**src/rtl/io_pkg.sv**
```systemverilog
// Shared constants and types for the board-side I/O responder.
package io_pkg;

  localparam int unsigned SEL_CONFIRM = 0;
  localparam int unsigned SEL_DATA_S  = 1;
  localparam int unsigned SEL_INDEX   = 2;
  localparam int unsigned SEL_DATA_U  = 3;
  localparam int unsigned SEL_LED_ON  = 4;
  localparam int unsigned SEL_LED_OFF = 5;

  localparam int unsigned DEBOUNCE_CYCLES_DEF = 200000;
  localparam int unsigned CNT_W_DEF           = 18;
  localparam int unsigned LED_W_DEF           = 16;

  typedef enum logic [1:0] {
    ST_IDLE = 2'd0,
    ST_ARM  = 2'd1,
    ST_HELD = 2'd2,
    ST_REL  = 2'd3
  } db_state_e;

endpackage

```
**src/rtl/io_debounce.sv**
```systemverilog
// Confirm-button synchroniser and debounce FSM; pulses press_accept_c once per
// accepted press.
module io_debounce
  import io_pkg::*;
#(
  parameter int unsigned DEBOUNCE_CYCLES = DEBOUNCE_CYCLES_DEF,
  parameter int unsigned CNT_W           = CNT_W_DEF
) (
  input  logic clk,
  input  logic rst,
  input  logic btn_raw,
  output logic press_accept_c,
  output logic busy
);

  localparam logic [CNT_W-1:0] CNT_MAX = CNT_W'(DEBOUNCE_CYCLES - 1);

  db_state_e        state_q, state_d;
  logic [CNT_W-1:0] cnt_q, cnt_d;
  logic             btn_meta_q, btn_s_q;
  logic             busy_q, busy_d;
  logic [CNT_W-1:0] cnt_inc;
  logic             hit;

  // Saturating increment; "hit" means this cycle completes the stable window.
  assign cnt_inc = (cnt_q == CNT_MAX) ? cnt_q : cnt_q + CNT_W'(1);
  assign hit     = (cnt_inc == CNT_MAX);

  always_ff @(posedge clk) begin
    if (rst) begin
      state_q    <= ST_IDLE;
      cnt_q      <= '0;
      btn_meta_q <= 1'b0;
      btn_s_q    <= 1'b0;
      busy_q     <= 1'b0;
    end else begin
      state_q    <= state_d;
      cnt_q      <= cnt_d;
      btn_meta_q <= btn_raw;
      btn_s_q    <= btn_meta_q;
      busy_q     <= busy_d;
    end
  end

  always_comb begin
    state_d = state_q;
    case (state_q)
      ST_IDLE: if (btn_s_q) state_d = ST_ARM;
      ST_ARM: begin
        if (!btn_s_q)  state_d = ST_IDLE;
        else if (hit)  state_d = ST_HELD;
      end
      ST_HELD: if (!btn_s_q) state_d = ST_REL;
      ST_REL: begin
        if (btn_s_q)   state_d = ST_HELD;
        else if (hit)  state_d = ST_IDLE;
      end
      default: state_d = ST_IDLE;
    endcase
  end

  always_comb begin
    cnt_d          = '0;
    press_accept_c = 1'b0;
    busy_d         = (state_d != ST_IDLE);
    case (state_q)
      ST_ARM: begin
        if (btn_s_q && !hit) cnt_d = cnt_inc;
        press_accept_c = btn_s_q && hit;
      end
      ST_REL: if (!btn_s_q && !hit) cnt_d = cnt_inc;
      default: cnt_d = '0;
    endcase
  end

  assign busy = busy_q;

endmodule

```
**src/rtl/io_port_ctrl.sv**
```systemverilog
// Board-side I/O responder: switch capture on debounced confirm press,
// read-to-clear confirm flag, and CPU-controlled LED bank.
module io_port_ctrl
  import io_pkg::*;
#(
  parameter int unsigned DEBOUNCE_CYCLES = DEBOUNCE_CYCLES_DEF,
  parameter int unsigned CNT_W           = CNT_W_DEF,
  parameter int unsigned LED_W           = LED_W_DEF
) (
  input  logic             clk,
  input  logic             rst,
  input  logic             btn_confirm,
  input  logic [7:0]       sw_data,
  input  logic [2:0]       sw_index,
  input  logic             io_read,
  input  logic             io_write,
  input  logic [31:0]      sel,
  input  logic [31:0]      wdata,
  output logic [7:0]       io_rdata,
  output logic             confirm_flag,
  output logic [2:0]       test_index,
  output logic [LED_W-1:0] led,
  output logic             busy
);

  logic             press_accept_c;
  logic [7:0]       sw_meta_q, sw_s_q;
  logic [2:0]       idx_meta_q, idx_s_q;
  logic [7:0]       io_rdata_q, io_rdata_d;
  logic [2:0]       test_index_q, test_index_d;
  logic             confirm_q, confirm_d;
  logic [LED_W-1:0] led_reg_q, led_reg_d;
  logic             led_en_q, led_en_d;
  logic [LED_W-1:0] led_q, led_d;

  io_debounce #(
    .DEBOUNCE_CYCLES(DEBOUNCE_CYCLES),
    .CNT_W          (CNT_W)
  ) u_debounce (
    .clk           (clk),
    .rst           (rst),
    .btn_raw       (btn_confirm),
    .press_accept_c(press_accept_c),
    .busy          (busy)
  );

  generate
    if (LED_W < 32) begin : g_wdata_hi
      logic unused_wdata_hi;
      assign unused_wdata_hi = ^wdata[31:LED_W];
    end
  endgenerate

  always_ff @(posedge clk) begin
    if (rst) begin
      sw_meta_q    <= '0;
      sw_s_q       <= '0;
      idx_meta_q   <= '0;
      idx_s_q      <= '0;
      io_rdata_q   <= '0;
      test_index_q <= '0;
      confirm_q    <= 1'b0;
      led_reg_q    <= '0;
      led_en_q     <= 1'b0;
      led_q        <= '0;
    end else begin
      sw_meta_q    <= sw_data;
      sw_s_q       <= sw_meta_q;
      idx_meta_q   <= sw_index;
      idx_s_q      <= idx_meta_q;
      io_rdata_q   <= io_rdata_d;
      test_index_q <= test_index_d;
      confirm_q    <= confirm_d;
      led_reg_q    <= led_reg_d;
      led_en_q     <= led_en_d;
      led_q        <= led_d;
    end
  end

  // Capture wins over a same-cycle clearing read so a new press is never lost.
  always_comb begin
    io_rdata_d   = io_rdata_q;
    test_index_d = test_index_q;
    confirm_d    = confirm_q;
    if (press_accept_c) begin
      io_rdata_d   = sw_s_q;
      test_index_d = idx_s_q;
      confirm_d    = 1'b1;
    end else if (io_read && (sel == 32'(SEL_CONFIRM))) begin
      confirm_d    = 1'b0;
    end
  end

  always_comb begin
    led_reg_d = led_reg_q;
    led_en_d  = led_en_q;
    if (io_write && (sel == 32'(SEL_LED_ON))) begin
      led_reg_d = wdata[LED_W-1:0];
      led_en_d  = 1'b1;
    end else if (io_write && (sel == 32'(SEL_LED_OFF))) begin
      led_en_d  = 1'b0;
    end
    led_d = led_en_q ? led_reg_q : '0;
  end

  assign io_rdata     = io_rdata_q;
  assign test_index   = test_index_q;
  assign confirm_flag = confirm_q;
  assign led          = led_q;

endmodule
```
**config.mk**
```make
export PLATFORM = sky130hd
export DESIGN_NAME = io_port_ctrl
export DESIGN_NICKNAME = d
export VERILOG_FILES = /design/src/rtl/io_pkg.sv /design/src/rtl/io_debounce.sv /design/src/rtl/io_port_ctrl.sv
export SDC_FILE = /design/constraint.sdc
export NUM_CORES = 1
export LEC_CHECK = 0
export BUFFER_PORTS_ARGS = -buffer_cell sky130_fd_sc_hd__buf_4
export CAP_MARGIN = 20
export CORE_MARGIN = 5
export CORE_UTILIZATION = 32
export CTS_BUF_LIST = sky130_fd_sc_hd__clkbuf_8 sky130_fd_sc_hd__clkbuf_16
export CTS_CLUSTER_SIZE = 20
export DETAILED_ROUTE_END_ITERATION = 12
export PLACE_DENSITY = 0.65
export SETUP_SLACK_MARGIN = 0.5
export SLEW_MARGIN = 20
export SYNTH_ARGS = -nofsm -noshare
export SYNTH_HDL_FRONTEND = slang
export SYNTH_SLANG_ARGS = --single-unit
```
**constraint.sdc**
```tcl
create_clock -name clk -period 2.5 [get_ports clk]
set_input_delay 0.125 -clock clk [delete_from_list [all_inputs] [get_ports clk]]
set_output_delay 0.125 -clock clk [all_outputs]
set_load 0.05 [all_outputs]
```
==> metrics.yaml <==
critical_path:
  critPathTopFamily: "simple AND/OR/NAND/NOR gates"
  max_stage_delay_ns: 0.39
  cpMostUsedCell: "nor4_4"
  path_cells: "nor4_4, nand4b_1, nor3_2, o21ai_2, nor4_4, buf_12, mux2i_1"
  crit_path_end_kind: "flop"
  arrival_ns: 2.53
  path_buf_inv: 1
  cp-start-kind: "flop"
  path_max_fanout: 11
  rrSetupSlack_ns: 0.26
  crit_type: "reg2reg"
  required_ns: 2.79
  cp_slowest_cell: "dfxtp_4"
final_layout:
  fill_cells: 1013
  drive_gt1_frac: 0.3592
  n_antenna_cell: 0
  synthToLayoutAreaGrowth_pct: 47.41
  nNetsFinal: 566
  fin_area_sq_um: 5197
placed_design:
  post-dp-hpwl_um: 5461
  place.gp.congestion: 0.8416
  io_buffers: 92
  dpl_cell_area_sq_um: 4436
timing:
  worst_pin_slew_ns: 0.7630
  rsz0062_at_grt: "true"
  max_freq_ghz: 0.4468
  fin_skew_ns: 0.01025
  relSlewSlack: 0.4901
  tns_ns: 0
  period_share: 0.8953
  min_period_ns: 2.238
  setup_viol: 0
  finalMaxSlewViolations: 0
  hold_violations: 0
outcome:
  status: "finished, final reports clean"
logic_synthesis:
  syn_area_per_cell_sq_um: 10.16
  synth_top_family_by_area: "simple AND/OR/NAND/NOR gates"
  yosys.area.top_type: "dfxtp_1"
  synth_top_area_share: 0.5110
  netlist_area_sq_um: 3526
  synth_common_cells: "dfxtp_1 (90), mux2i_1 (30), nor2_1 (29)"
  yosys-top-cells-area: "dfxtp_1 (51%), mux2i_1 (8.5%), nor2b_1 (4.8%), nand2b_1 (4.6%), nor2_1 (3.1%)"
  syn_inst: 347
  synth_cell_type_count: 42
  synth_compound_area_frac: 0.03407
  async_reset_ff_frac: 0
  synth-edff-count: 0
  muxShareOfSynthArea: 0.08517
  yosysWarnings: 0
  synth-xor-area-share: 0.04223
  yosysMostFrequentCell: "dfxtp_1"
  synth-seq-area-share: 0.5110
  syn_nets: 428
  synth-adder-area-share: 0.003549
  yosys_most_used_dff: "dfxtp_1"
  ys_ff_latch: 90
  yosys.area_share.simple: 0.2981
die:
  start_util: 0.3253
  core_area_sq_um: 10840
  die-area_sq_um: 13220
  dieWidth_um: 115.0
  pin_count: 109
  die_y_um: 115.0
  rows: 38
cts:
  cts_made_buffers: 9
  cts_root_buf: "clkbuf_8"
  cts_buffer_depth: 2
  cts_tree: "built"
  cts.sinks: 90
  clk_latency_ns: 0.36
  cts_max_level: 3
  clkTransAtPathRegs_ns: 0.10
routing:
  drtPass1Iterations: 4
  wl_um: 8475
  drc: 0
  vias: 2952
  drt_iter0_markers: 115
  post_drt_wl_per_cell_um: 13.45
  viasPerCell: 4.686
  ant_nets: 0
grt:
  overflow: 0
  grt.total_usage: 0.1270
  antenna_found_initial: 0
  grt_pass1_wl_um: 13480
  grt_max_degree: 37
  grt_pass1_vias: 2994
worst_hold_path:
  hp-class: "in2reg"
power:
  peakVddDrop_uv: 372.9
  p_leak_nw: 2.110
  power_density_nw_per_um2: 502.7
job:
  maxCapViolations: 0
[flip-flops by register name, indices dropped and copies added, names as in the netlist, 2 cells and up]
register            cells
idx_meta_q              3
idx_s_q                 3
io_rdata                8
led                    16
led_reg_q              16
sw_meta_q               8
sw_s_q                  8
test_index              3
u_debounce.cnt_q       18
u_debounce.state_q      2
[report_power, final]
group          internal (mW)  switching, mW
clock                  0.472          0.538
sequential              1.44        0.00440
combinational          0.109         0.0465
total                   2.02          0.588
[what timing repair did]
action                                 4_1_cts  5_1_grt
endpoints found under the hold margin       26        0
gates resized for setup                     37        3
setup endpoints to repair                   26       26
setup buffers                               16        2
hold buffers                                26        0
pin swaps                                    9        1
gates cloned                                 1        0
[path summary, 6_finish.rpt]
kind | from | to | depth (start not counted)
min | wdata[13] | led_reg_q[13] | 3
min reg2reg | sw_meta_q[2] | sw_s_q[2] | 1
max | u_debounce.cnt_q[7] | test_index[0] | 7
max reg2reg | u_debounce.cnt_q[7] | test_index[0] | 7
[through the flow]
step                      total power, mW  hold slack, ns  utilization  setup slack [ns]  instances
after floorplan                     1.527          0.2206            -            0.4241        347
after global placement              1.609          0.3342       0.4092            0.1526        569
after detailed placement            1.612          0.3400       0.4092            0.1187        569
after CTS                           2.642        0.001522       0.4766            0.3121        628
after global routing                2.712         0.01185       0.4795            0.1210        630
final                               2.613         0.01061       0.4795            0.2617        630
[cell usage in the layout, fill, tap and decap left out, drive strengths merged, types with 3 or more instances in the layout]
| cell type | instances |
|---|---|
| nor3 | 10 |
| xor2 | 7 |
| and4 | 3 |
| nand4 | 12 |
| mux2i | 30 |
| inv | 5 |
| and2 | 17 |
| o21ai | 4 |
| nand2b | 26 |
| nand3 | 3 |
| nor2b | 27 |
| buf | 119 |
| nor2 | 29 |
| a21oi | 4 |
| dfxtp | 90 |
| dlygate4sd3 | 26 |
| nor4 | 17 |
| nor3b | 4 |
| xnor2 | 10 |
| nand2 | 11 |
| clkbuf | 9 |
| and3 | 4 |
[cells by family after synthesis]
logic type               count (synthesis)
multiplexers                            30
adder cells (fa/ha/maj)                  1
buffers and inverters                   20
AND/OR/NAND/NOR                        171
AO/OA/AOI/OAI                           18
flip-flops                              90
XOR/XNOR                                17
[layout make-up]
| cell class | instances | area, sq um | area share |
|---|---|---|---|
| multi-input cells | 237 | 1805 | 0.3474 |
| clock inverters | 7 | 78.83 | 0.01517 |
| repair buffers | 145 | 1170 | 0.2251 |
| well taps | 140 | 175.2 | 0.03370 |
| clock buffers | 9 | 123.9 | 0.02383 |
| flip-flops and latches | 90 | 1837 | 0.3534 |
| inverters | 2 | 7.507 | 0.001444 |
[worst reg2reg max path: stages (launching register included)]
cell and delay [ns]:
dfxtp_4 0.39, nor4_4 0.32, nand4b_1 0.25, nor3_2 0.29
o21ai_2 0.19, nor4_4 0.35, buf_12 0.19, mux2i_1 0.19
[per-layer routing]
layer	share of wire	track usage
met5	0	0
met1	0.42	0.1451
met2	0.51	0.2222
met3	0.053	0.03474
met4	0.019	0.05399
(Power assumes the default switching activity.)
